[config.mk]
export PLATFORM = sky130hd
export DESIGN_NAME = spi_xfer_arb_flat
export DESIGN_NICKNAME = d
export VERILOG_FILES = /design/src/rtl/spi_xfer_arb_if.sv /design/src/rtl/spi_xfer_arb.sv /design/src/flat_wrapper.sv
export SDC_FILE = /design/constraint.sdc
export NUM_CORES = 1
export LEC_CHECK = 0
export ABC_CLOCK_PERIOD_IN_PS = 2000
export CAP_MARGIN = 20
export CORE_MARGIN = 4
export CORE_UTILIZATION = 36
export DETAILED_ROUTE_END_ITERATION = 10
export HOLD_SLACK_MARGIN = 0.05
export PLACE_DENSITY = 0.82
export RECOVER_POWER = 25
export SKIP_CTS_REPAIR_TIMING = 1
export SLEW_MARGIN = 5
export SYNTH_ARGS = -nofsm -noshare
export SYNTH_HDL_FRONTEND = slang
export SYNTH_SLANG_ARGS = --single-unit
[constraint.sdc]
create_clock -name clk -period 2 [get_ports clk]
set_input_delay 0.4 -clock clk [delete_from_list [all_inputs] [get_ports clk]]
set_output_delay 0.4 -clock clk [all_outputs]
set_load 0.05 [all_outputs]
[src/rtl/spi_xfer_arb_if.sv]
// Wishbone master bundle between spi_xfer_arb and the wb_spi register window.
interface spi_xfer_arb_if;
  logic [31:0] m_adr_o;
  logic [31:0] m_dat_o;
  logic [31:0] m_dat_i;
  logic [3:0]  m_sel_o;
  logic        m_cyc_o;
  logic        m_stb_o;
  logic        m_we_o;
  logic        m_ack_i;

  modport master (
    output m_adr_o, m_dat_o, m_sel_o, m_cyc_o, m_stb_o, m_we_o,
    input  m_dat_i, m_ack_i
  );

  modport slave (
    input  m_adr_o, m_dat_o, m_sel_o, m_cyc_o, m_stb_o, m_we_o,
    output m_dat_i, m_ack_i
  );
endinterface

[src/rtl/spi_xfer_arb.sv]
// Two-client round-robin session arbiter that sequences wb_spi register accesses per byte.
// Chip select is held low for the whole of a granted session.
module spi_xfer_arb #(
  parameter logic [31:0] BASE_ADR = 32'h0000_0000,
  parameter logic [7:0]  DIVISOR  = 8'h03
) (
  input  logic       clk,
  input  logic       reset_n,
  input  logic       c0_req,
  input  logic       c1_req,
  output logic       c0_gnt,
  output logic       c1_gnt,
  input  logic       c0_stb,
  input  logic       c1_stb,
  input  logic [7:0] c0_tx,
  input  logic [7:0] c1_tx,
  output logic [7:0] c0_rx,
  output logic [7:0] c1_rx,
  output logic       c0_done,
  output logic       c1_done,
  spi_xfer_arb_if.master m
);

  typedef enum logic [3:0] {
    StInitDiv, StInitCs, StIdle, StCsOn, StWaitByte, StWrData, StPoll, StRdData, StCsOff
  } state_e;

  state_e          state_q, state_d;
  logic            cyc_q, cyc_d;
  logic            owner_q, owner_d;
  logic            last_q, last_d;
  logic [1:0]      gnt_q, gnt_d;
  logic [1:0]      done_q, done_d;
  logic [1:0][7:0] rx_q, rx_d;
  logic [7:0]      tx_q, tx_d;

  logic       ack;
  logic       req_own;
  logic       stb_own;
  logic [7:0] tx_own;
  logic       acc_next;
  logic       unused_dat;

  assign ack        = cyc_q & m.m_ack_i;
  assign req_own    = owner_q ? c1_req : c0_req;
  assign stb_own    = owner_q ? c1_stb : c0_stb;
  assign tx_own     = owner_q ? c1_tx : c0_tx;
  assign unused_dat = ^m.m_dat_i[31:8];

  always_comb begin
    state_d = state_q;
    owner_d = owner_q;
    last_d  = last_q;
    gnt_d   = gnt_q;
    done_d  = '0;
    rx_d    = rx_q;
    tx_d    = tx_q;
    unique case (state_q)
      StInitDiv: if (ack) state_d = StInitCs;
      StInitCs:  if (ack) state_d = StIdle;
      StIdle: begin
        if (c0_req || c1_req) begin
          // On a tie the client not granted last wins.
          owner_d = (c0_req && c1_req) ? ~last_q : c1_req;
          last_d  = owner_d;
          state_d = StCsOn;
        end
      end
      StCsOn: begin
        if (ack) begin
          gnt_d[owner_q] = 1'b1;
          state_d        = StWaitByte;
        end
      end
      StWaitByte: begin
        // A strobe beats a simultaneous req drop: the byte runs first.
        if (stb_own) begin
          tx_d    = tx_own;
          state_d = StWrData;
        end else if (!req_own) begin
          gnt_d   = '0;
          state_d = StCsOff;
        end
      end
      StWrData: if (ack) state_d = StPoll;
      StPoll:   if (ack && !m.m_dat_i[0]) state_d = StRdData;
      StRdData: begin
        if (ack) begin
          rx_d[owner_q]   = m.m_dat_i[7:0];
          done_d[owner_q] = 1'b1;
          state_d         = StWaitByte;
        end
      end
      StCsOff:  if (ack) state_d = StIdle;
      default:  state_d = StInitDiv;
    endcase
  end

  // An ack always closes the cycle, giving one idle cycle before the next access.
  assign acc_next = (state_d != StIdle) && (state_d != StWaitByte);
  assign cyc_d    = ack ? 1'b0 : acc_next;

  always_ff @(posedge clk or negedge reset_n) begin
    if (!reset_n) begin
      state_q <= StInitDiv;
      cyc_q   <= 1'b0;
      owner_q <= 1'b0;
      last_q  <= 1'b1;
      gnt_q   <= '0;
      done_q  <= '0;
      rx_q    <= '0;
      tx_q    <= '0;
    end else begin
      state_q <= state_d;
      cyc_q   <= cyc_d;
      owner_q <= owner_d;
      last_q  <= last_d;
      gnt_q   <= gnt_d;
      done_q  <= done_d;
      rx_q    <= rx_d;
      tx_q    <= tx_d;
    end
  end

  logic [31:0] adr;
  logic [31:0] dat;
  logic        we;

  always_comb begin
    adr = '0;
    dat = '0;
    we  = 1'b0;
    if (cyc_q) begin
      case (state_q)
        StInitDiv: begin adr = BASE_ADR + 32'h10; dat = {24'h0, DIVISOR}; we = 1'b1; end
        StInitCs,
        StCsOff:   begin adr = BASE_ADR + 32'h08; dat = 32'h1; we = 1'b1; end
        StCsOn:    begin adr = BASE_ADR + 32'h08; dat = 32'h0; we = 1'b1; end
        StWrData:  begin adr = BASE_ADR;          dat = {24'h0, tx_q}; we = 1'b1; end
        StPoll:    adr = BASE_ADR + 32'h04;
        StRdData:  adr = BASE_ADR;
        default:   adr = '0;
      endcase
    end
  end

  assign m.m_adr_o = adr;
  assign m.m_dat_o = dat;
  assign m.m_we_o  = we;
  assign m.m_cyc_o = cyc_q;
  assign m.m_stb_o = cyc_q;
  assign m.m_sel_o = 4'hF;

  assign c0_gnt  = gnt_q[0];
  assign c1_gnt  = gnt_q[1];
  assign c0_done = done_q[0];
  assign c1_done = done_q[1];
  assign c0_rx   = rx_q[0];
  assign c1_rx   = rx_q[1];

endmodule

[src/flat_wrapper.sv]
// flat-port wrapper written by rule: the top's interface ports become plain ports
module spi_xfer_arb_flat 
#(
  parameter logic [31:0] BASE_ADR = 32'h0000_0000,
  parameter logic [7:0]  DIVISOR  = 8'h03
)
  (clk, reset_n, c0_req, c1_req, c0_gnt, c1_gnt, c0_stb, c1_stb, c0_tx, c1_tx, c0_rx, c1_rx, c0_done, c1_done, m_m_adr_o, m_m_dat_o, m_m_sel_o, m_m_cyc_o, m_m_stb_o, m_m_we_o, m_m_dat_i, m_m_ack_i);
  spi_xfer_arb_if m_i ();
  input  logic clk;
  input  logic reset_n;
  input  logic c0_req;
  input  logic c1_req;
  output logic c0_gnt;
  output logic c1_gnt;
  input  logic c0_stb;
  input  logic c1_stb;
  input  logic [7:0] c0_tx;
  input  logic [7:0] c1_tx;
  output logic [7:0] c0_rx;
  output logic [7:0] c1_rx;
  output logic c0_done;
  output logic c1_done;
  output wire logic [$bits(m_i.m_adr_o)-1:0] m_m_adr_o;
  output wire logic [$bits(m_i.m_dat_o)-1:0] m_m_dat_o;
  output wire logic [$bits(m_i.m_sel_o)-1:0] m_m_sel_o;
  output wire logic [$bits(m_i.m_cyc_o)-1:0] m_m_cyc_o;
  output wire logic [$bits(m_i.m_stb_o)-1:0] m_m_stb_o;
  output wire logic [$bits(m_i.m_we_o)-1:0] m_m_we_o;
  input wire logic [$bits(m_i.m_dat_i)-1:0] m_m_dat_i;
  input wire logic [$bits(m_i.m_ack_i)-1:0] m_m_ack_i;
  assign m_m_adr_o = m_i.m_adr_o;
  assign m_m_dat_o = m_i.m_dat_o;
  assign m_m_sel_o = m_i.m_sel_o;
  assign m_m_cyc_o = m_i.m_cyc_o;
  assign m_m_stb_o = m_i.m_stb_o;
  assign m_m_we_o = m_i.m_we_o;
  assign m_i.m_dat_i = m_m_dat_i;
  assign m_i.m_ack_i = m_m_ack_i;
  spi_xfer_arb #(.BASE_ADR(BASE_ADR), .DIVISOR(DIVISOR)) u_core (.clk(clk), .reset_n(reset_n), .c0_req(c0_req), .c1_req(c1_req), .c0_gnt(c0_gnt), .c1_gnt(c1_gnt), .c0_stb(c0_stb), .c1_stb(c1_stb), .c0_tx(c0_tx), .c1_tx(c1_tx), .c0_rx(c0_rx), .c1_rx(c1_rx), .c0_done(c0_done), .c1_done(c1_done), .m(m_i));
endmodule
== After elaboration in Yosys (flattened, before gate mapping) ==
Cells that the tools add are included.
W data, S select, Z words.

* Latch bits: 0
* Bits in registers: 35
* Memories kept: 0
* Output and inout port bits: 91
* ROM bits: 0
* Logic and storage cells: 74
* Memory bits (writable): 0

* $mul: 0
* Reductions and logical operators: 16
* Shifts and indexed selects: 0
* Magnitude comparators: 2
* Mux-type cells: 31
* Divide/modulo/power cells: 0
* Bitwise logic cells: 3
* Equality and inequality tests: 13
* $add $sub $neg: 0

{| class="wikitable"
|+ Operators by type and width
! operator !! number
|-
| $mux W32 || 2
|-
| $mux W4 || 8
|-
| $pmux W4 S7 || 1
|-
| $pmux W8 S3 || 1
|-
| $bwmux W16 || 1
|-
| $eq A4 B3 Y1 const B || 4
|-
| $mux W8 || 2
|-
| $pmux W5 S3 || 1
|-
| $mux W2 || 5
|-
| $demux W8 S1 || 1
|-
| $eq A4 B2 Y1 const B || 2
|-
| $mux W1 || 7
|-
| $reduce_and A2 Y1 || 3
|-
| $reduce_or A5 Y1 || 1
|-
| $eq A4 B1 Y1 const B || 1
|-
| $eq A4 B4 Y1 const B || 1
|-
| $logic_and A1 B1 Y1 || 4
|-
| $logic_not A4 Y1 || 1
|-
| $ne A2 B2 Y1 const B || 2
|-
| $ne A4 B2 Y1 const B || 1
|-
| $ne A4 B3 Y1 const B || 1
|-
| $pmux W2 S2 || 1
|-
| $reduce_and A4 Y1 || 1
|-
| $reduce_or A2 Y1 || 2
|-
| other kinds (11) || 11
|}

== Logic depth before layout (Yosys ltp) ==
* Depth in word-level cells: 7
* Gate-level depth with buffers: 6

== Worst setup path after synthesis ==
Ideal clock, no wire load.

* Path type: register to output
* Start: reg u_core.cyc_q (netlist: u_core.m.m_cyc_o)
* End: out m_m_dat_o[1]
* Arrival: 2824 ps
* Buffers on the path: 0
* Cell stages (with the launch flop): 4
* Data required time: 1600 ps
* Setup slack: -1224 ps
* Cells stage by stage: dfrtp_1 nand2b_1 nor4_1 a21o_1

* Word-level cells in the longest chain between the ends: 1

{| class="wikitable"
|+ RTL lines
! element !! line !! source
|-
| start: declaration || spi_xfer_arb.sv:29 || <nowiki>logic cyc_q, cyc_d;</nowiki>
|-
| start signal: assignment || spi_xfer_arb.sv:115 || <nowiki>cyc_q <= cyc_d;</nowiki>
|-
| $mux W32 || spi_xfer_arb.sv:133 || <nowiki>if (cyc_q) begin</nowiki>
|-
| end: declaration || flat_wrapper.sv:24 || <nowiki>output wire logic [$bits(m_i.m_dat_o)-1:0] m_m_dat_o;</nowiki>
|}

Every way passes these cells.

== Worst setup path after layout ==
* Start: reg u_core.state_q[2]
* End: out m_m_dat_o[1]

* Word-level cells in the longest chain between the ends: 4

{| class="wikitable"
|+ RTL lines
! element !! line !! source
|-
| start: declaration || spi_xfer_arb.sv:28 || <nowiki>state_e state_q, state_d;</nowiki>
|-
| start signal: assignment || spi_xfer_arb.sv:105 || <nowiki>state_q <= StInitDiv;</nowiki>
|-
| start signal: assignment || spi_xfer_arb.sv:114 || <nowiki>state_q <= state_d;</nowiki>
|-
| $eq A4 B1 Y1 or $eq A4 B4 Y1 (tied branches) || spi_xfer_arb.sv:134 || <nowiki>case (state_q)</nowiki>
|-
| $reduce_or A2 Y1 (no source line) || - ||
|-
| $pmux W8 S3 * || spi_xfer_arb.sv:134 ||
|-
| $mux W32 * || spi_xfer_arb.sv:133 ||
|}

Every way passes the cells marked *; elsewhere a longest branch is shown, timed or not.

==> results.md <==
* Worst path cell trace: buf_4, nor4_4, a21o_1, buf_12
* Antenna Nets Post-Route at 0
* Number of nets in the layout at 350
* Count of cell types in the netlist at 39
* Count of flip-flops with a built-in enable after synthesis at 0
* Clock skew at 0.00552 ns
* Detailed Place HPWL at 3800 um
* CP Launch Type: flip-flop
* WL/cell at 13.5 um
* Antenna diodes at 0
* Core ar. at 5920 um^2
* Die Wd at 86.0 um
* DIE HEIGHT at around 86 um
* Mapped Avg Cell Area at roughly 10 um^2
* Crit Path Category: reg -> out
* Failing checks: setup timing
* Synth area leaders: dfrtp_1 (39%), buf_4 (21%), mux2_2 (8.7%)
* Synth Cell Area at approximately 2200 um^2
* Final TNS setup at -0.00270 ns
* CTS tree: built
* Largest net degree at the start of global routing at 36
* Initial core utilization at 37.0%
* Worst path depth at 4
* Sequential area share after synthesis at 40.0%
* Number of global-route vias before repair at 1625
* Type of the most critical hold path: in -> async
* Cell taking the most area after synthesis: dfrtp_1
* Yosys top cell area share at 38.8%
* CTS sink cnt at 35
* Crit-path max cell delay at 0.47 ns
* LEAKAGE at 1.42 nW
* Later-pin clock latency in the skew report at 0.28 ns
* First-pass GRT wire length at 7530 um
* Crit. End Element: output pin
* Final Critical Period at 2.00 ns
* Worst Setup EP: m_m_dat_o[1]
* CTS Buffer Depth at 2
* RSZ-0062 raised after global routing: yes
* Remaining DRCs at 0
* Reg2reg start: u_core.state_q[0]
* Worst r2r dst: u_core.m.m_cyc_o
* Gpl congestion at about 0.87
* Main synth FF type: dfrtp_1
* Worst path slowest cell: dfrtp_2
* Achievable Freq at 499 MHz
* Crit path buf inv count at 2
* WL final at roughly 5000 um
* PortBufs at 64
* Outcome: finished, violations left
* I/O pin cnt at 146
* Antenna violations before repair at 0
* Flop2flop setup slack at between 0.3 and 0.4 ns
* Worst-path fanout max at 7
* FP Rows at 28
* Design Power at 0.00485 W
* Initial DRC Count at 95
* Worst Setup SP: u_core.state_q[2]
* Seq cells post-synth at 35
* Max Cap Viol at 0
* Final hold vios at 0
* Most common cell in the netlist: buf_4
* VDD IR max at 0.000940 V
* Worst slew margin at 41.5%
* Final WS setup at -0.00270 ns
* Worst EP arrival at 1.60 ns
* CTS clk-pin slew, worst paths at 0.07 ns
* Root buffer cell: clkbuf_8
* Initial DRT Pass Iterations at 4
* Mapped Cells at between 200 and 250
* Final slew viol count at 0
* Yosys warnings at 0
* Crit share post-route at 100%
* Die area at 7400 um^2
* Final setup fails at 1
* Gr usage total at between 10% and 20%
* Share of post-route cells with drive strength above 1 at 26.7%
* FFs w/ async S/R, synth at 100%
* CP Data Required Time at roughly 1.6 ns
* Synth cell count leaders: buf_4 (61), dfrtp_1 (34), mux2_2 (17)
* Slew @ Worst Pin at slightly below 0.9 ns
* Vias at 1654
* Area Overhead vs Synth at 39.0%
* Total congestion overflow at 0
* Hold WS at 0.306 ns
* Worst reg-to-reg path cell count at 4
* Cell family with most CP delay: flip-flops
* Pwr dens at between 1500 and 2000 nW/um^2
* DR vias/cell at 4.46
* CTS Buf Count at 5
* Clock H-tree levels at 2
placed cells by master (no fill, tap or decap), types with 4 or more instances in the layout:
| cell type | n |
|---|---|
| and2_1 | 4 |
| dfrtp_1 | 30 |
| buf_4 | 14 |
| nand2_1 | 6 |
| mux2i_1 | 9 |
| buf_12 | 12 |
| a21oi_1 | 14 |
| clkbuf_8 | 5 |
| nor3_1 | 6 |
| a31oi_1 | 5 |
| dfrtp_2 | 4 |
| clkdlybuf4s50_1 | 49 |
| nor2_1 | 14 |
| conb_1 | 57 |
| mux2_2 | 17 |
metal layers:
layer	vias to the layer above	global-route usage, %	wire, um
met2	79	20.5	2410
met5	-	0	0
li1	782	-	-
met4	0	4.17	55
met3	6	5.48	533
met1	787	16.0	2000
worst min-delay path by stage:
stage	endpoint	start
after floorplan	u_core.c0_rx[0]	reset_n
after global placement	u_core.owner_q	reset_n
after detailed placement	u_core.owner_q	reset_n
after CTS	u_core.c0_rx[3]	reset_n
after global routing	u_core.done_q[0]	reset_n
final	u_core.owner_q	reset_n
state kept, by name, indices dropped and copies added, names as in the netlist:
| name | count |
|---|---|
| u_core.c0_rx | 8 |
| u_core.c1_rx | 8 |
| u_core.tx_q | 8 |
| u_core.state_q | 4 |
| u_core.done_q | 2 |
| u_core.gnt_q | 2 |
| u_core.last_q | 1 |
| u_core.m.m_cyc_o | 1 |
| u_core.owner_q | 1 |
power breakdown:
group,switching (W),internal (W),leakage (nW)
sequential,0.000240,0.00101,0.433
clock,0.000262,0.000238,0.0477
combinational,0.00189,0.00121,0.938
total,0.00239,0.00246,1.42
final cells by class:
cell class | count | area [um^2]
Clock buffer | 5 | 68.8
Clock inverter | 3 | 15.0
Fill cell | 554 | 2870
Inverter | 3 | 11.3
Multi-Input combinational cell | 169 | 1070
Sequential cell | 35 | 882
Tap cell | 75 | 93.8
Timing Repair Buffer | 81 | 907
stage by stage:
step           instances  cell area (um^2)  worst slack, ns  utilization (%)
2_1_floorplan        274              2430           -0.186                -
3_3_place_gp         362              2920           0.0497             49.3
3_5_place_dp         362              2920           0.0212             49.3
4_1_cts              370              3000          -0.0816             50.7
5_1_grt              371              3050          -0.0832             51.5
6_report             371              3050         -0.00270             51.5
cells by family (layout without fill, tap and decap cells):
| logic type | count (synthesis) | count (layout) | share of synthesized area (%) |
|---|---|---|---|
| buf+inv | 70 | 92 | 22.9 |
| simple gates | 57 | 57 | 15.8 |
| flops | 35 | 35 | 40.0 |
| compound gates | 28 | 28 | 7.71 |
| mux | 26 | 26 | 12.8 |
| other cells | 2 | 57 | 0.343 |
| xor+xnor | 1 | 1 | 0.400 |
Power figures use the tool's default switching activity.
